$ cat config.mk
export PLATFORM = sky130hd
export DESIGN_NAME = pin_entry_collector
export DESIGN_NICKNAME = d
export VERILOG_FILES = /design/src/rtl/parking_pkg.sv /design/src/rtl/idle_timer.sv /design/src/rtl/pin_entry_collector.sv
export SDC_FILE = /design/constraint.sdc
export NUM_CORES = 1
export LEC_CHECK = 0
export CAP_MARGIN = 20
export CORE_MARGIN = 3
export CORE_UTILIZATION = 43
export DETAILED_ROUTE_END_ITERATION = 16
export PLACE_DENSITY = 0.69
export SETUP_SLACK_MARGIN = 0.05
export SLEW_MARGIN = 40
export SYNTH_ARGS = -nofsm -noshare
export SYNTH_HDL_FRONTEND = slang
export SYNTH_SLANG_ARGS = --single-unit
$ cat constraint.sdc
create_clock -name clk -period 3.8 [get_ports clk]
set_clock_uncertainty 0.2 [all_clocks]
set_input_delay 1.14 -clock clk [delete_from_list [all_inputs] [get_ports clk]]
set_output_delay 1.14 -clock clk [all_outputs]
set_load 0.05 [all_outputs]
$ cat src/rtl/parking_pkg.sv
// Shared definitions for the parking access keypad front-end:
// key codes, entry FSM states and PIN arithmetic helpers.
package parking_pkg;

    localparam int PIN_W = 9;
    localparam int ACC_W = 10;

    localparam logic [3:0] KEY_CLEAR = 4'hA;
    localparam logic [3:0] KEY_ENTER = 4'hB;

    typedef enum logic [1:0] {
        ST_IDLE    = 2'd0,
        ST_COLLECT = 2'd1,
        ST_SUBMIT  = 2'd2
    } entry_state_t;

    function automatic logic is_digit(input logic [3:0] code);
        return code <= 4'd9;
    endfunction

    // acc*10 + d using shifts; three digits top out at 999, so 10 bits never wrap.
    function automatic logic [ACC_W-1:0] times_ten_plus(input logic [ACC_W-1:0] a,
                                                        input logic [3:0]       d);
        return (a << 3) + (a << 1) + {{(ACC_W-4){1'b0}}, d};
    endfunction

endpackage

$ cat src/rtl/idle_timer.sv
// Inactivity timer: counts enabled cycles since the last clear and flags
// the cycle in which the terminal count is reached without a clear.
module idle_timer #(
    parameter int TERMINAL = 1000
) (
    input  logic clk,
    input  logic rst,
    input  logic clear,
    input  logic enable,
    output logic expired
);

    localparam int CW = (TERMINAL > 2) ? $clog2(TERMINAL) : 1;
    localparam logic [CW-1:0] LAST = CW'(TERMINAL - 1);

    logic [CW-1:0] count;

    // Saturates at LAST so a stalled owner never sees the counter wrap.
    always_ff @(posedge clk) begin
        if (rst || clear || !enable) begin
            count <= '0;
        end else if (count != LAST) begin
            count <= count + CW'(1);
        end
    end

    assign expired = enable && !clear && (count == LAST);

endmodule

$ cat src/rtl/pin_entry_collector.sv
// Keypad entry collector: assembles decimal keystrokes into a binary PIN
// and hands it to the parking controller as a single-cycle strobe.
module pin_entry_collector
    import parking_pkg::*;
#(
    parameter int MAX_DIGITS     = 3,
    parameter int TIMEOUT_CYCLES = 1000
) (
    input  logic             clk,
    input  logic             rst,
    input  logic             arm,
    input  logic             key_valid,
    input  logic [3:0]       key_code,
    output logic [PIN_W-1:0] pin_value,
    output logic             pin_valid,
    output logic             entry_error,
    output logic             entry_busy,
    output logic [1:0]       digit_count
);

    localparam logic [1:0]       MAX_CNT = 2'(MAX_DIGITS);
    localparam logic [ACC_W-1:0] PIN_MAX = ACC_W'((1 << PIN_W) - 1);

    entry_state_t     state, state_next;
    logic [ACC_W-1:0] acc, acc_next;
    logic             ovf, ovf_next;
    logic [1:0]       count_next;
    logic [PIN_W-1:0] pin_value_next;
    logic             pin_valid_next;
    logic             error_next;
    logic             timer_expired;

    idle_timer #(
        .TERMINAL(TIMEOUT_CYCLES)
    ) u_idle_timer (
        .clk    (clk),
        .rst    (rst),
        .clear  (key_valid),
        .enable (state == ST_COLLECT),
        .expired(timer_expired)
    );

    always_ff @(posedge clk) begin
        if (rst) begin
            state       <= ST_IDLE;
            acc         <= '0;
            ovf         <= 1'b0;
            digit_count <= '0;
            pin_value   <= '0;
            pin_valid   <= 1'b0;
            entry_error <= 1'b0;
            entry_busy  <= 1'b0;
        end else begin
            state       <= state_next;
            acc         <= acc_next;
            ovf         <= ovf_next;
            digit_count <= count_next;
            pin_value   <= pin_value_next;
            pin_valid   <= pin_valid_next;
            entry_error <= error_next;
            entry_busy  <= (state_next != ST_IDLE);
        end
    end

    // Priority in COLLECT: disarm, then key, then timeout.
    always_comb begin
        state_next     = state;
        acc_next       = acc;
        ovf_next       = ovf;
        count_next     = digit_count;
        pin_value_next = pin_value;
        pin_valid_next = 1'b0;
        error_next     = 1'b0;

        case (state)
            ST_IDLE: begin
                if (arm && key_valid && is_digit(key_code)) begin
                    acc_next   = {{(ACC_W-4){1'b0}}, key_code};
                    count_next = 2'd1;
                    state_next = ST_COLLECT;
                end
            end
            ST_COLLECT: begin
                if (!arm) begin
                    state_next = ST_IDLE;
                end else if (key_valid) begin
                    if (is_digit(key_code)) begin
                        if (digit_count < MAX_CNT) begin
                            acc_next   = times_ten_plus(acc, key_code);
                            count_next = digit_count + 2'd1;
                        end else begin
                            ovf_next = 1'b1;
                        end
                    end else if (key_code == KEY_CLEAR) begin
                        acc_next   = '0;
                        count_next = '0;
                        ovf_next   = 1'b0;
                    end else if (key_code == KEY_ENTER) begin
                        if (ovf || (acc > PIN_MAX) || (digit_count == 2'd0)) begin
                            error_next = 1'b1;
                            state_next = ST_IDLE;
                        end else begin
                            pin_value_next = acc[PIN_W-1:0];
                            pin_valid_next = 1'b1;
                            state_next     = ST_SUBMIT;
                        end
                    end
                end else if (timer_expired) begin
                    error_next = 1'b1;
                    state_next = ST_IDLE;
                end
            end
            ST_SUBMIT: begin
                state_next = ST_IDLE;
            end
            default: begin
                state_next = ST_IDLE;
            end
        endcase

        // Every path back to IDLE throws the partial entry away.
        if (state_next == ST_IDLE) begin
            acc_next   = '0;
            count_next = '0;
            ovf_next   = 1'b0;
        end
    end

endmodule

Word level (Yosys, flattened, before mapping)
Index checks and enable logic that the tools add are counted.
{ "totals": {"register_bits": 37, "out_inout_bits": 14, "word_cells": 89, "in_bits": 8} }
{ "classes": {"muxes": 33, "eq_ne": 11, "n_addsub": 4, "n_reduce_logical": 22, "n_lt_le_gt_ge": 3, "bitwise": 7} }
{ "ops": {"columns": ["op", "n"], "rows": [
  ["10-bit two-way mux", 6],
  ["2-bit two-way mux", 14],
  ["10-bit one-hot mux with 2 select lines", 1],
  ["10-bit by 1-bit adder with 10-bit output, second input constant", 1],
  ["10-bit adder", 1],
  ["10-bit by 4-bit adder with 10-bit output", 1],
  ["10-bit == test, second input constant", 1],
  ["10-bit by 9-bit > comparator with 1-bit output, second input constant", 1],
  ["1-bit two-way mux", 10],
  ["10-bit != test, second input constant", 1],
  ["4-bit == test, second input constant", 2],
  ["2-bit != test, second input constant", 4],
  ["2-bit one-hot mux with 2 select lines", 2],
  ["1-bit NOT", 7],
  ["7-bit AND reduction", 1],
  ["7-bit OR reduction", 1],
  ["2-bit logical NOT", 3],
  ["3-bit != test, second input constant", 2],
  ["6-bit AND reduction", 1],
  ["2-bit nonzero test", 3],
  ["5-bit AND reduction", 1],
  ["4-bit <= comparator, second input constant", 1],
  ["1-bit logical AND", 4],
  ["1-bit logical OR", 4],
  ["other kinds (6)", 7]
]} }

Longest topological paths before layout
{ "logic_depth": {"word_depth": 12, "depth_mapped": 9, "depth_no_buf": 9} }

Modules after synthesis
From an unflattened synthesis, not the netlist that was laid out.
{ "hier_totals": {"hier_cells": 211, "hier_area_um2": 2006.9} }
{ "by_module_without_submodules": {"columns": ["mod", "seq_area_each_um2", "cells_per_inst", "instances", "area_each_um2"], "rows": [
  ["pin_entry_collector", 540.5, 156, 1, 1514.0],
  ["idle_timer", 200.2, 55, 1, 493.0]
]} }

Least setup slack after synthesis
No wires, ideal clock.
{ "synth_path": {"path_type": "in2reg", "start": "input port key_code[3]", "end": "register acc[8]", "slack_ns": 0.662, "setup_ns": 0.074, "path_stages": 8, "path_buffers": 0, "t_arrival_ns": 2.863, "t_required_ns": 3.526, "path_cell_list": "fa_1 -> inv_1 -> fa_1 -> nand2b_1 -> a21oi_1 -> o21a_1 -> or4b_1 -> a31oi_1"} }
{ "synth_via": {"elab_chain_cells": 9, "word_cells_on_any_way": 23, "classes_between": "1 x add/sub; 1 x order compare; 5 x eq/ne; 12 x mux; 4 x reduce/logical"} }
{ "synth_rtl": {"columns": ["item", "line_no", "text"], "rows": [
  ["start, declared", "pin_entry_collector.sv:13", "input logic [3:0] key_code,"],
  ["parallel branches: the longest is 9 deep, another holds 10-bit by 4-bit adder with 10-bit output", null, null],
  ["end signal, assigned", "pin_entry_collector.sv:55", "acc <= acc_next;"],
  ["end, declared", "pin_entry_collector.sv:25", "logic [ACC_W-1:0] acc, acc_next;"]
]} }
Several ways; the timed one is not identified. The select of a mux whose other input is x is not followed.
A chain may end at the register's enable or synchronous reset.

Worst setup path after layout
{ "layout_path": {"start": "input port key_code[3]", "end": "register acc[9]"} }
The elaborated chain is that of the path after synthesis.

==> PnR_summary.wiki <==
{| class="wikitable"
! Metric !! Value
|-
| FF-to-FF End || acc[9]
|-
| Worst setup slack before clock tree synthesis || 0.0594 ns
|-
| Wire length of the first global-routing pass || 7370 um
|-
| Flip-flop and latch count after synthesis || 37
|-
| Post-CTS Repair Setup Buffers || 0
|-
| Filler cell count || 413
|-
| Critical Path Stages || 8
|-
| Most frequent cell after synthesis || dfxtp_1
|-
| Final weighted congestion of routability-driven global placement || 0.897
|-
| Critical path peak fanout || 3
|-
| Nature of the critical path startpoint || primary input
|-
| Die Span Y || 75.4 um
|-
| Via count of the first global-routing pass || 1669
|-
| Area share of the largest cell type after synthesis || 35.8%
|-
| CTS tree || yes
|-
| Post-CTS sizing || 0
|-
| Area of the die || approximately 5700 sq um
|-
| R2R Path Start || acc[0]
|-
| Routed wirelength normalized by instance count || 13.6 um
|-
| Cell leakage power || 0.877 nW
|-
| Proportion of synthesized chip area in sequential cells || a little over a third
|-
| Mapped Cells || ~230
|-
| Mean post-synth cell area || ~9.2 sq um
|-
| Wirelength, routed || 4150 um
|-
| Most instantiated cells after synthesis || 37 x dfxtp_1, 33 x nor2_1, 17 x ha_1, 17 x nand2_1, 11 x mux2i_1
|-
| Worst slew pin tran || 0.685 ns
|-
| Max-slew violation total from the final report || 0
|-
| Vias per cell || 5.35
|-
| Total clock buffers created by CTS || 5
|-
| Worst setup slack after layout || between 0.3 and 0.4 ns
|-
| Routed via count || 1626
|-
| Post-route ant nets || 0
|-
| Post-synthesis cell type with the largest combined area || dfxtp_1
|-
| Worst setup path category || in -> reg
|-
| Clock net sink count || 37
|-
| WP data arrival || 3.40 ns
|-
| Max stage delay on crit path || approximately 0.51 ns
|-
| Clock Tree Buf Depth || 2
|-
| Number of port buffers || 21
|-
| Critical path's top delay family || adder cells
|-
| Path class of the lowest-slack min-delay path || reg -> reg
|-
| Period utilization || 90.9%
|-
| Core footprint || 4500 sq um
|-
| Number of antenna violations at the first check in global routing || 0
|-
| Remaining routing DRC violations || 0
|-
| Total buffers and inverters traversed by the critical path || 1
|-
| Std cell rows || 24
|-
| Antenna fix cells || 0
|-
| Setup-violating endpoint count in the final report || 0
|-
| Switching part of the total power || between 20% and 30%
|-
| Largest voltage drop on the vdd net || 107 uV
|-
| End point of the critical path || acc[9]
|-
| Final Critical Period || 3.46 ns
|-
| Maximum Capacitance Violations || 0
|-
| Internal power || between 0.0005 and 0.0006 W
|-
| Most used flip-flop cell after synthesis || dfxtp_1
|-
| Ordered list of cells on the worst path || clkdlybuf4s50_1 > fa_1 > ha_1 > a21oi_1 > o22ai_1 > o41ai_1 > mux2i_1 > a21oi_2
|-
| Fraction of power consumed by combinational cells || roughly 8.1%
|-
| Boundary Pins || 22
|-
| Number of enable flip-flop cells after synthesis || 0
|-
| Sequential share of power || 55.4%
|-
| Netlist cell types || 51
|-
| Largest net degree at the start of global routing || 15
|-
| GR Overflow Total || 0
|-
| Width of the die || 75.4 um
|-
| Setup_tns || 0 ns
|-
| First DRT Iteration DRCs || between 60 and 70
|-
| CTS Root Buffer Type || clkbuf_8
|-
| Initial core utilization || 45.9%
|-
| Number of nets in the synthesized netlist || about 250
|-
| Number of cell instances on the worst register-to-register path || 7
|-
| Critical path's slowest cell || fa_1
|-
| Global-route total usage across every layer || between 10% and 20%
|-
| Kind of capture point of the worst setup path || flip-flop
|-
| Setup repair after global routing missed its margin || false
|-
| Syn Std Cell Area || 2070 sq um
|-
| Register area || between 700 and 800 sq um
|-
| Critical Path Start || key_code[3]
|-
| Power dissipated by switching net loads || 0.000165 W
|-
| Worst-Skew Late Latency || 0.29 ns
|-
| Max H-tree Level || 2
|-
| Syn-to-layout area delta || 16.5%
|-
| Max Clock Freq || roughly 290 MHz
|-
| Outcome || finished, final reports clean
|-
| R2r setup slk || 1.21 ns
|-
| Final net count || 278
|-
| Number of warnings reported in the yosys synthesis log || 0
|-
| Area contributors post-synth || dfxtp_1 36%, ha_1 10%, nor2_1 6.0%, mux2i_1 5.3%, nand2_1 3.1%
|-
| Register clock-pin slew on the reported worst setup and hold paths || 0.07 ns
|-
| Initial DRT Pass Iterations || 4
|-
| Clock power share || 36.6%
|-
| Final count of hold timing violations || 0
|-
| Power per cell area || a little under 300 nW/um^2
|-
| Proportion of layout cells with a drive suffix above 1 || 10.3%
|-
| Crit path required time || 3.75 ns
|-
| Number of buffers added to fix hold violations after cts || 0
|-
| Proportion of synthesized flip-flops having asynchronous set or reset || 0%
|-
| DP HPWL || 3190 um
|-
| Headroom to the max-slew limit || a little over half
|-
| Total area of multi-input combinational cells || 1240 sq um
|}
==> layout by cell type, fill, tap and decap left out, types with 2 or more instances in the layout <==
master,instances
o21ai_0,4
clkdlybuf4s50_1,21
nor3b_1,3
nand2_1,17
nor3_1,9
nand4b_1,2
xnor2_1,7
o21bai_1,2
a21oi_2,5
a311oi_1,2
o21a_1,2
fa_1,2
a211oi_1,2
o211ai_1,2
nor2_1,33
clkbuf_1,3
or3_1,2
nor4_1,2
clkbuf_8,5
a21oi_1,6
buf_4,5
nand2b_1,2
a22oi_1,2
o22ai_1,2
nand3_1,6
dfxtp_1,37
nand4_1,4
xor2_1,4
ha_1,17
mux2i_1,11
inv_1,10
==> cells by family after synthesis <==
kind of cell | after synthesis | synth area share (%)
mux | 11 | 5.32
fa+ha+maj | 19 | 12.2
compound gates | 36 | 13.6
xor+xnor | 11 | 4.66
buf+inv | 18 | 4.36
simple gates | 94 | 24.1
flops | 37 | 35.8
==> flip-flops by register name (all words and copies together) (netlist names) <==
name / cells
u_idle_timer.count: 10
acc: 10
state: 2
pin_valid: 1
entry_busy: 1
digit_count: 2
entry_error: 1
pin_value: 9
ovf: 1
==> per-layer routing <==
metal | vias up | global-route usage, % | wire length (um)
li1 | 853 | - | -
met1 | 745 | 22.6 | 2120
met2 | 22 | 26.3 | 1840
met3 | 6 | 4.49 | 134
met4 | 0 | 5.44 | 59
met5 | - | 0 | 0
==> worst register-to-register path, stage by stage, from the launching register on <==
cell and delay, ns:
dfxtp_1 0.46, fa_1 0.48, ha_1 0.31, a21oi_1 0.19, o22ai_1 0.13, o41ai_1 0.34
mux2i_1 0.27, a21oi_2 0.07
==> worst min-delay path by stage <==
stage	start	to	slack (ns)	cells past startpoint
2_1_floorplan	acc[9]	acc[9]	0.25	2
3_3_place_gp	pin_value[6]	pin_value[6]	0.28	2
3_5_place_dp	acc[9]	acc[9]	0.29	2
4_1_cts	acc[9]	acc[9]	0.30	2
5_1_grt	pin_value[6]	pin_value[6]	0.32	2
6_report	acc[9]	acc[9]	0.30	2
==> cell type report <==
type / count / area share [%]
Tap cell: 52 / 2.70
Clock buffer: 8 / 3.32
Multi-Input combinational cell: 171 / 51.4
Sequential cell: 37 / 30.8
Timing Repair Buffer: 26 / 10.3
Inverter: 10 / 1.56
==> power groups by stage <==
stage               clock (W)  sequential, W  combinational (W)
floorplan                   0       0.000402          0.0000349
global placement            0       0.000401          0.0000568
detailed placement          0       0.000401          0.0000568
CTS                  0.000264       0.000392          0.0000572
global route         0.000282       0.000392          0.0000635
finish               0.000259       0.000392          0.0000572
==> through the flow <==
stage / total power (W) / utilization, % / instance area, sq um / std cells / hold WS [ns]
floorplan: 0.000437 / - / 2070 / 226 / 0.254
global placement: 0.000458 / 51.7 / 2330 / 296 / 0.278
detailed placement: 0.000458 / 51.7 / 2330 / 296 / 0.286
CTS: 0.000713 / 53.5 / 2410 / 304 / 0.297
global route: 0.000737 / 53.5 / 2410 / 304 / 0.325
finish: 0.000708 / 53.5 / 2410 / 304 / 0.295
No activity file was read; power rests on OpenSTA's default activity.
